--- config.mk ---
export PLATFORM = sky130hd
export DESIGN_NAME = torus_router
export DESIGN_NICKNAME = d
export VERILOG_FILES = /design/src/rtl/torus_router.sv
export SDC_FILE = /design/constraint.sdc
export NUM_CORES = 2
export LEC_CHECK = 0
export ABC_AREA = 1
export CELL_PAD_IN_SITES_DETAIL_PLACEMENT = 1
export CELL_PAD_IN_SITES_GLOBAL_PLACEMENT = 1
export CORE_ASPECT_RATIO = 1.25
export CORE_UTILIZATION = 46
export CTS_BUF_LIST = sky130_fd_sc_hd__clkbuf_8
export DETAILED_ROUTE_END_ITERATION = 16
export PLACE_DENSITY_LB_ADDON = 0.12
export SETUP_SLACK_MARGIN = 0.02
export SKIP_CTS_REPAIR_TIMING = 1
export SKIP_LAST_GASP = 1
export SLEW_MARGIN = 40
export SYNTH_ARGS = -nofsm -noshare
export SYNTH_HDL_FRONTEND = slang
export SYNTH_SLANG_ARGS = --single-unit
--- constraint.sdc ---
create_clock -name CLK -period 6.2 [get_ports CLK]
set_input_delay 1.55 -clock CLK [delete_from_list [all_inputs] [get_ports CLK]]
set_output_delay 1.55 -clock CLK [all_outputs]
set_load 0.02 [all_outputs]
--- src/rtl/torus_router.sv ---
// torus_router: 7-port input-buffered router for a 3-D torus NoC.
// Per-input FIFOs, dimension-order (X, Y, Z) shortest-path routing with
// wrap-around, round-robin arbitration per output and a registered
// valid/ready output stage.
module torus_router #(
  parameter int FLIT_SIZE  = 32,
  parameter int DIM_X      = 10,
  parameter int DIM_Y      = 10,
  parameter int DIM_Z      = 10,
  parameter int MY_X       = 0,
  parameter int MY_Y       = 0,
  parameter int MY_Z       = 0,
  parameter int FIFO_DEPTH = 4,
  localparam int XW        = (DIM_X > 1) ? $clog2(DIM_X) : 1,
  localparam int YW        = (DIM_Y > 1) ? $clog2(DIM_Y) : 1,
  localparam int ZW        = (DIM_Z > 1) ? $clog2(DIM_Z) : 1,
  localparam int unsigned PORTS = 7
) (
  input  logic                       CLK,
  input  logic                       RST_N,
  input  logic [PORTS*FLIT_SIZE-1:0] IN_DATA,
  input  logic [PORTS-1:0]           IN_VALID,
  output logic [PORTS-1:0]           IN_READY,
  output logic [PORTS*FLIT_SIZE-1:0] OUT_DATA,
  output logic [PORTS-1:0]           OUT_VALID,
  input  logic [PORTS-1:0]           OUT_READY
);

  localparam int AW = $clog2(FIFO_DEPTH);
  localparam int DW = XW + YW + ZW;

  typedef logic [FLIT_SIZE-1:0] flit_t;
  typedef logic [AW:0]          ptr_t;

  flit_t            fifo_mem [PORTS][FIFO_DEPTH];
  ptr_t             wr_ptr_q [PORTS];
  ptr_t             wr_ptr_d [PORTS];
  ptr_t             rd_ptr_q [PORTS];
  ptr_t             rd_ptr_d [PORTS];
  logic [PORTS-1:0] full;
  logic [PORTS-1:0] empty;
  logic [PORTS-1:0] push;
  logic [PORTS-1:0] pop;
  flit_t            head       [PORTS];
  logic [2:0]       route_port [PORTS];
  logic [2:0]       rr_q       [PORTS];
  logic [2:0]       rr_d       [PORTS];
  logic [PORTS-1:0] out_valid_q;
  logic [PORTS-1:0] out_valid_d;
  flit_t            out_data_q [PORTS];
  flit_t            out_data_d [PORTS];

  // Direction along one dimension: 0 = stay, 1 = minus, 2 = plus.
  // Negative difference is corrected by a single +dim, matching the
  // (dest - my) mod dim rule for in-range coordinates.
  function automatic logic [1:0] dim_dir(input int dest, input int my, input int dim);
    int d;
    d = dest - my;
    if (d < 0) d = d + dim;
    if (dim == 1 || d == 0) return 2'd0;
    else if (d <= dim / 2)  return 2'd2;
    else                    return 2'd1;
  endfunction

  // Dimension-order route: X first, then Y, then Z, else eject locally.
  function automatic logic [2:0] route(input logic [DW-1:0] dst);
    logic [1:0] dx, dy, dz;
    dx = dim_dir(int'(dst[DW-1 -: XW]), MY_X, DIM_X);
    dy = dim_dir(int'(dst[DW-1-XW -: YW]), MY_Y, DIM_Y);
    dz = dim_dir(int'(dst[ZW-1:0]), MY_Z, DIM_Z);
    if (dx != 2'd0)      return {1'b0, dx};
    else if (dy != 2'd0) return {1'b0, dy} + 3'd2;
    else if (dz != 2'd0) return {1'b0, dz} + 3'd4;
    else                 return 3'd0;
  endfunction

  // FIFO status, head flit and route of each head.
  always_comb begin
    for (int unsigned p = 0; p < PORTS; p++) begin
      full[p]       = (wr_ptr_q[p][AW] != rd_ptr_q[p][AW]) &&
                      (wr_ptr_q[p][AW-1:0] == rd_ptr_q[p][AW-1:0]);
      empty[p]      = (wr_ptr_q[p] == rd_ptr_q[p]);
      push[p]       = IN_VALID[p] && !full[p];
      head[p]       = fifo_mem[p][rd_ptr_q[p][AW-1:0]];
      route_port[p] = route(head[p][FLIT_SIZE-1 -: DW]);
    end
  end

  assign IN_READY = ~full;

  // Round-robin arbitration per output and output register next state.
  always_comb begin
    logic        found;
    logic        can_load;
    int unsigned gsel;
    int unsigned idx;
    pop      = '0;
    found    = 1'b0;
    can_load = 1'b0;
    gsel     = 0;
    idx      = 0;
    for (int unsigned o = 0; o < PORTS; o++) begin
      rr_d[o]        = rr_q[o];
      out_valid_d[o] = out_valid_q[o] && !OUT_READY[o];
      out_data_d[o]  = out_data_q[o];
      can_load       = !out_valid_q[o] || OUT_READY[o];
      found          = 1'b0;
      gsel           = 0;
      for (int unsigned k = 0; k < PORTS; k++) begin
        idx = 32'(rr_q[o]) + k;
        if (idx >= PORTS) idx = idx - PORTS;
        if (!found && can_load && !empty[idx] && route_port[idx] == 3'(o)) begin
          found = 1'b1;
          gsel  = idx;
        end
      end
      if (found) begin
        pop[gsel]      = 1'b1;
        out_valid_d[o] = 1'b1;
        out_data_d[o]  = head[gsel];
        rr_d[o]        = (gsel == PORTS - 1) ? 3'd0 : 3'(gsel + 1);
      end
    end
  end

  // FIFO pointer next state.
  always_comb begin
    for (int unsigned p = 0; p < PORTS; p++) begin
      wr_ptr_d[p] = wr_ptr_q[p] + ptr_t'(push[p]);
      rd_ptr_d[p] = rd_ptr_q[p] + ptr_t'(pop[p]);
    end
  end

  // FIFO storage write; contents need no reset since pointers gate reads.
  always_ff @(posedge CLK) begin
    for (int unsigned p = 0; p < PORTS; p++) begin
      if (push[p]) fifo_mem[p][wr_ptr_q[p][AW-1:0]] <= IN_DATA[p*FLIT_SIZE +: FLIT_SIZE];
    end
  end

  // State registers: pointers, round-robin pointers, output stage.
  always_ff @(posedge CLK or negedge RST_N) begin
    if (!RST_N) begin
      out_valid_q <= '0;
      for (int unsigned p = 0; p < PORTS; p++) begin
        wr_ptr_q[p]   <= '0;
        rd_ptr_q[p]   <= '0;
        rr_q[p]       <= '0;
        out_data_q[p] <= '0;
      end
    end else begin
      out_valid_q <= out_valid_d;
      for (int unsigned p = 0; p < PORTS; p++) begin
        wr_ptr_q[p]   <= wr_ptr_d[p];
        rd_ptr_q[p]   <= rd_ptr_d[p];
        rr_q[p]       <= rr_d[p];
        out_data_q[p] <= out_data_d[p];
      end
    end
  end

  assign OUT_VALID = out_valid_q;

  for (genvar g = 0; g < PORTS; g++) begin : g_out
    assign OUT_DATA[g*FLIT_SIZE +: FLIT_SIZE] = out_data_q[g];
  end

endmodule

# Yosys cells after proc, flatten, opt, wreduce, memory -nomap -nowiden
# Memories as Yosys holds them, arrays and structs flattened.
# Cells that the tools add are included.
dict set report word_totals {
  regBits 294
  latchBits 0
  mem_bits_rw 896
  rom_bits 0
  inputBits 240
  output_inout_bits 238
  n_memories 1
}
# name depth word_bits rd rd_clocked_by_memory_dff wr line
set mem_list {}
lappend mem_list {fifo_mem 7 128 7 0 7 35} ;# flit_t fifo_mem [PORTS][FIFO_DEPTH];
dict set report classes {
  addsub 147
  mul 0
  n_div 0
  magnitude_cmp 231
  n_eq_ne 70
  shift 0
  mux 581
  bitwise 77
  reduce_logical 343
}
# op n
set ops {}
lappend ops {{two-way mux 32 bit} 133}
lappend ops {{>= comparator 33 x 4 -> 1 bit (second input constant)} 56}
lappend ops {{NOT 32 -> 33 bit} 56}
lappend ops {{less-than comparator 32 x 4 -> 1 bit (second input constant)} 56}
lappend ops {{two-way mux 128 bit} 7}
lappend ops {{binary-select mux 32 bit (select 3 bit)} 7}
lappend ops {{logical NOT 32 bit} 21}
lappend ops {{<= comparator 32 x 4 -> 1 bit (second input constant)} 20}
lappend ops {{binary-select mux 32 bit (select 2 bit)} 7}
lappend ops {{demux 32 bit (select 2 bit)} 7}
lappend ops {{binary-select mux 3 bit (select 3 bit)} 49}
lappend ops {{two-way mux 3 bit} 126}
lappend ops {{equality test 32 x 3 -> 1 bit (second input constant)} 7}
lappend ops {{>= comparator 32 x 1 -> 1 bit (second input constant)} 7}
lappend ops {{subtractor 4 x 3 -> 5 bit (second input constant)} 42}
lappend ops {{logical AND 1 bit} 175}
lappend ops {{>= comparator 4 x 3 -> 1 bit (second input constant)} 42}
lappend ops {{binary-select mux 1 bit (select 3 bit)} 49}
lappend ops {{two-way mux 1 bit} 119}
lappend ops {{logical NOT 1 bit} 112}
lappend ops {{adder 4 x 4 -> 5 bit (second input constant)} 21}
lappend ops {{two-way mux 5 bit} 21}
lappend ops {{adder 3 x 3 -> 4 bit (second input constant)} 21}
lappend ops {{less-than comparator 4 x 1 -> 1 bit (second input constant)} 21}
lappend ops {{other kinds (25)} 267}

# Depth between registers and ports, before layout
dict set report depth {
  word_depth 67
  mapped_depth 39
  depth_no_buf 38
}

# Least setup slack after synthesis
# Ideal clock, no wire load.
dict set report synth_path {
  path_kind {register -> register}
  from {reg rr_q[5] (netlist bit)}
  to {reg rd_ptr_q[5] (netlist bit)}
  setup_time_ps 123
  arrival_ps 4328
  slack_ps 1749
  stages_incl_launch_ff 33
  path_buffers 2
  cell_sequence {dfrtp_1 -> clkbuf_1 -> inv_1 -> ha_1 -> nand2_1 -> ha_1 -> inv_1 -> nor2_1 -> inv_1 -> o21ai_0 -> inv_1 -> nor2_1 -> inv_1 -> o21ai_0 -> o211ai_1 -> nand3_1 -> nand3b_1 -> inv_1 -> nand4_1 -> nand2_1 -> inv_1 -> nand2_1 -> nand2_1 -> nor2_1 -> nor2_4 -> buf_2 -> nand2_1 -> nand2_1 -> nor2_1 -> nand2_1 -> ha_1 -> ha_1 -> xor2_1}
}
# item line
set synth_lines {}
lappend synth_lines {{from (decl)} 46} ;# logic [2:0] rr_q [PORTS];
lappend synth_lines {{from (signal, indexed assignment)} 156} ;# rr_q[p] <= rr_d[p];
lappend synth_lines {{to (signal, indexed assignment)} 155} ;# rd_ptr_q[p] <= rd_ptr_d[p];
lappend synth_lines {{to (decl)} 38} ;# ptr_t rd_ptr_q [PORTS];

==> out/results.ini <==
[worst_setup_path]
crit_fanout=40
crit_arrival_ns=6.97
slowest_delay_ns=0.46
endpoint_kind=register
crit_required_ns=7.09
cpMostUsedCell=nand2_1
rr_endpoint=rd_ptr_q[13]
r2r_cells=28
setup.worst_path.end=rd_ptr_q[13]
ff2ff_setup_slack_ns=0.12
startpoint_type=register
startpoint=rd_ptr_q[9]
crit_slowest_cell=nor2_1
rr_startpoint=rd_ptr_q[9]
criticalPathCategory=register to register

[floorplan]
pin_count=478
die_x_um=362.9
fp-row-count=165
die-area_um2=164400
coreArea_um2=161600
initial_utilization_pct=46.33
die_h_um=453.1

[routing]
dr.pass1.iters=8
drt_iter0_drc=8953
viasPerCell=6.283
wl_per_cell_um=32.01
drt_wl_total_mm=407.7
postRouteAntennaNets=0
drc=0
vias=80020

[cells_and_area]
area_growth_pct=17.39
final_core_util_pct=54.39
nNetsFinal=10790
drive_above_1_share_pct=10.44

[timing]
clock.fmax_mhz=164.4
maxSlewViolCount=0
period_needed_ns=6.084
clock_skew_ns=0.06137
rsz0062_at_grt=yes
finalWorstSetupSlack_ns=0.1155
worst_pin_slew_ns=1.027
hold_viol=0
relSlewSlack_pct=31.56
period_share_pct=98.14
setup_viol=0

[clock_network]
clockBufferDepth=3
cts_sinks=1190
clk_latency_ns=1.05
cts_buffers=189
cts.htree.levels=4
cts_tree=built
clk_pin_slew_ns=0.09
root_buffer=clkbuf_8

[synth]
synthArstFlopShare_pct=24.71
synth_fp_nets=10190
syn_inst=9773
ys.flop_type=edfxtp_1
synth_edf_count=896
yosys.cell_count.top_type=nand2_1
synth-seq-cells=1190
synth_area_um2=74890
syn_avg_cell_area_um2=7.663
ys_top_cells_by_area=edfxtp_1 36%, nand2_1 16%, dfrtp_1 9.8%, nand3_1 9.4%, nor2_1 4.7%
synth_seq_area_share_pct=45.75
synth_common_cells=3,233 x nand2_1, 1,409 x nand3_1, 944 x nor2_1
synth_largest_area_cell=edfxtp_1
yosys_warnings=0
yosys.cell_types.count=64
synth_top_area_share_pct=35.93

[worst_hold_path]
hold_path.class=register to register
whs_path_depth=2

[outcome]
run_status=complete, no violations

[global_routing]
grt-ovfl-total=0
grt_pass1_wl_mm=572.3
track_usage_pct=48.49
grt_pass1_vias=80530
grt_max_degree=96
antenna_found_initial=40

[placement]
pre_cts_ws_ns=0.05582
hpwl_mm=291.2
place_congestion=1.065
portBuffers=477

[flow_run]
cap_violations=0

[critical path, delay by kind of cell (launching register included)]
kind / cells / cell delay (ns)
AO/OA/AOI/OAI: 1 / 0.09
buffers and inverters: 4 / 1.04
AND/OR/NAND/NOR: 21 / 3.81
flip-flops: 1 / 0.39
adder cells (fa/ha/maj): 2 / 0.56
[flip-flops by register name, summed over array words and instances (netlist names)]
register	flops
wr_ptr_q	21
OUT_DATA	224
rd_ptr_q	21
rr_q	21
OUT_VALID	7
fifo_mem	896
[stage by stage]
stage	TNS (ns)	instances	hold slack, ns	area [µm²]
2_1_floorplan	0	9773	0.4604	74890
3_3_place_gp	0	12340	0.4640	83380
3_5_place_dp	0	12350	0.4668	83560
4_1_cts	-0.06237	12700	0.4939	87620
5_1_grt	-0.007351	12720	0.5047	87890
6_report	0	12740	0.4898	87920
[cells in the final DEF, fill, tap and decap left out, types with 27 or more instances in the layout]
| master | instances |
|---|---|
| edfxtp_1 | 896 |
| nor2_4 | 33 |
| dfrtp_1 | 282 |
| inv_2 | 92 |
| clkinv_1 | 36 |
| a32oi_1 | 105 |
| ha_1 | 167 |
| clkinv_2 | 28 |
| buf_4 | 379 |
| o21ai_1 | 102 |
| clkbuf_8 | 206 |
| xnor2_1 | 29 |
| o211ai_1 | 72 |
| o21ai_0 | 334 |
| nor3_2 | 29 |
| nand2_2 | 76 |
| inv_1 | 706 |
| nand4_1 | 106 |
| clkdlybuf4s50_1 | 476 |
| buf_12 | 28 |
| xor2_1 | 47 |
| a21oi_1 | 368 |
| nor2_1 | 939 |
| nand2_1 | 3210 |
| nor2_2 | 37 |
| nand3_2 | 27 |
| nand3_1 | 1405 |
| o22ai_1 | 40 |
[per-layer routing]
metal,track usage [%],part of all wire (%),vias to the layer above
li1,-,-,33910
met1,52.16,33,39140
met2,75.10,45,5005
met3,15.17,10,1923
met4,46.82,12,38
met5,0.1171,0.075,-
[final cells by class]
class                      instances  area [µm²]
multi-input combinational       7345       35690
tap                             2171        2716
antenna                           25       62.56
sequential                      1190       34280
fill                           19830       73730
inverter                         757        2872
timing repair buffer             890        8234
clock buffer                     206        2835
clock inverter                   151        1234
[logic make-up (layout without fill, tap and decap cells)]
kind of cell               Yosys count  after routing  synth area share [%]
adders and majority gates          174            174                 2.977
other                                0             25                     0
xor gates and xnor gates            82             82                0.9690
buffers and inverters             1238           2004                 7.321
and+or+nand+nor                   5952           5952                 34.06
AOI/OAI and AO/OA                 1137           1137                 8.924
DFF                               1190           1190                 45.75
[how the worst min path moves through the flow]
stage,startpoint,to,slack (ns)
2_1_floorplan,wr_ptr_q[11],wr_ptr_q[11],0.46
3_3_place_gp,OUT_DATA[122],OUT_DATA[122],0.46
3_5_place_dp,OUT_DATA[7],OUT_DATA[7],0.47
4_1_cts,OUT_DATA[189],OUT_DATA[189],0.49
5_1_grt,OUT_DATA[184],OUT_DATA[184],0.50
6_report,OUT_DATA[189],OUT_DATA[189],0.49
Power is left out: the tool's default activity adds up to more than one toggle a clock period on the data nets, which glitch-free logic cannot reach.
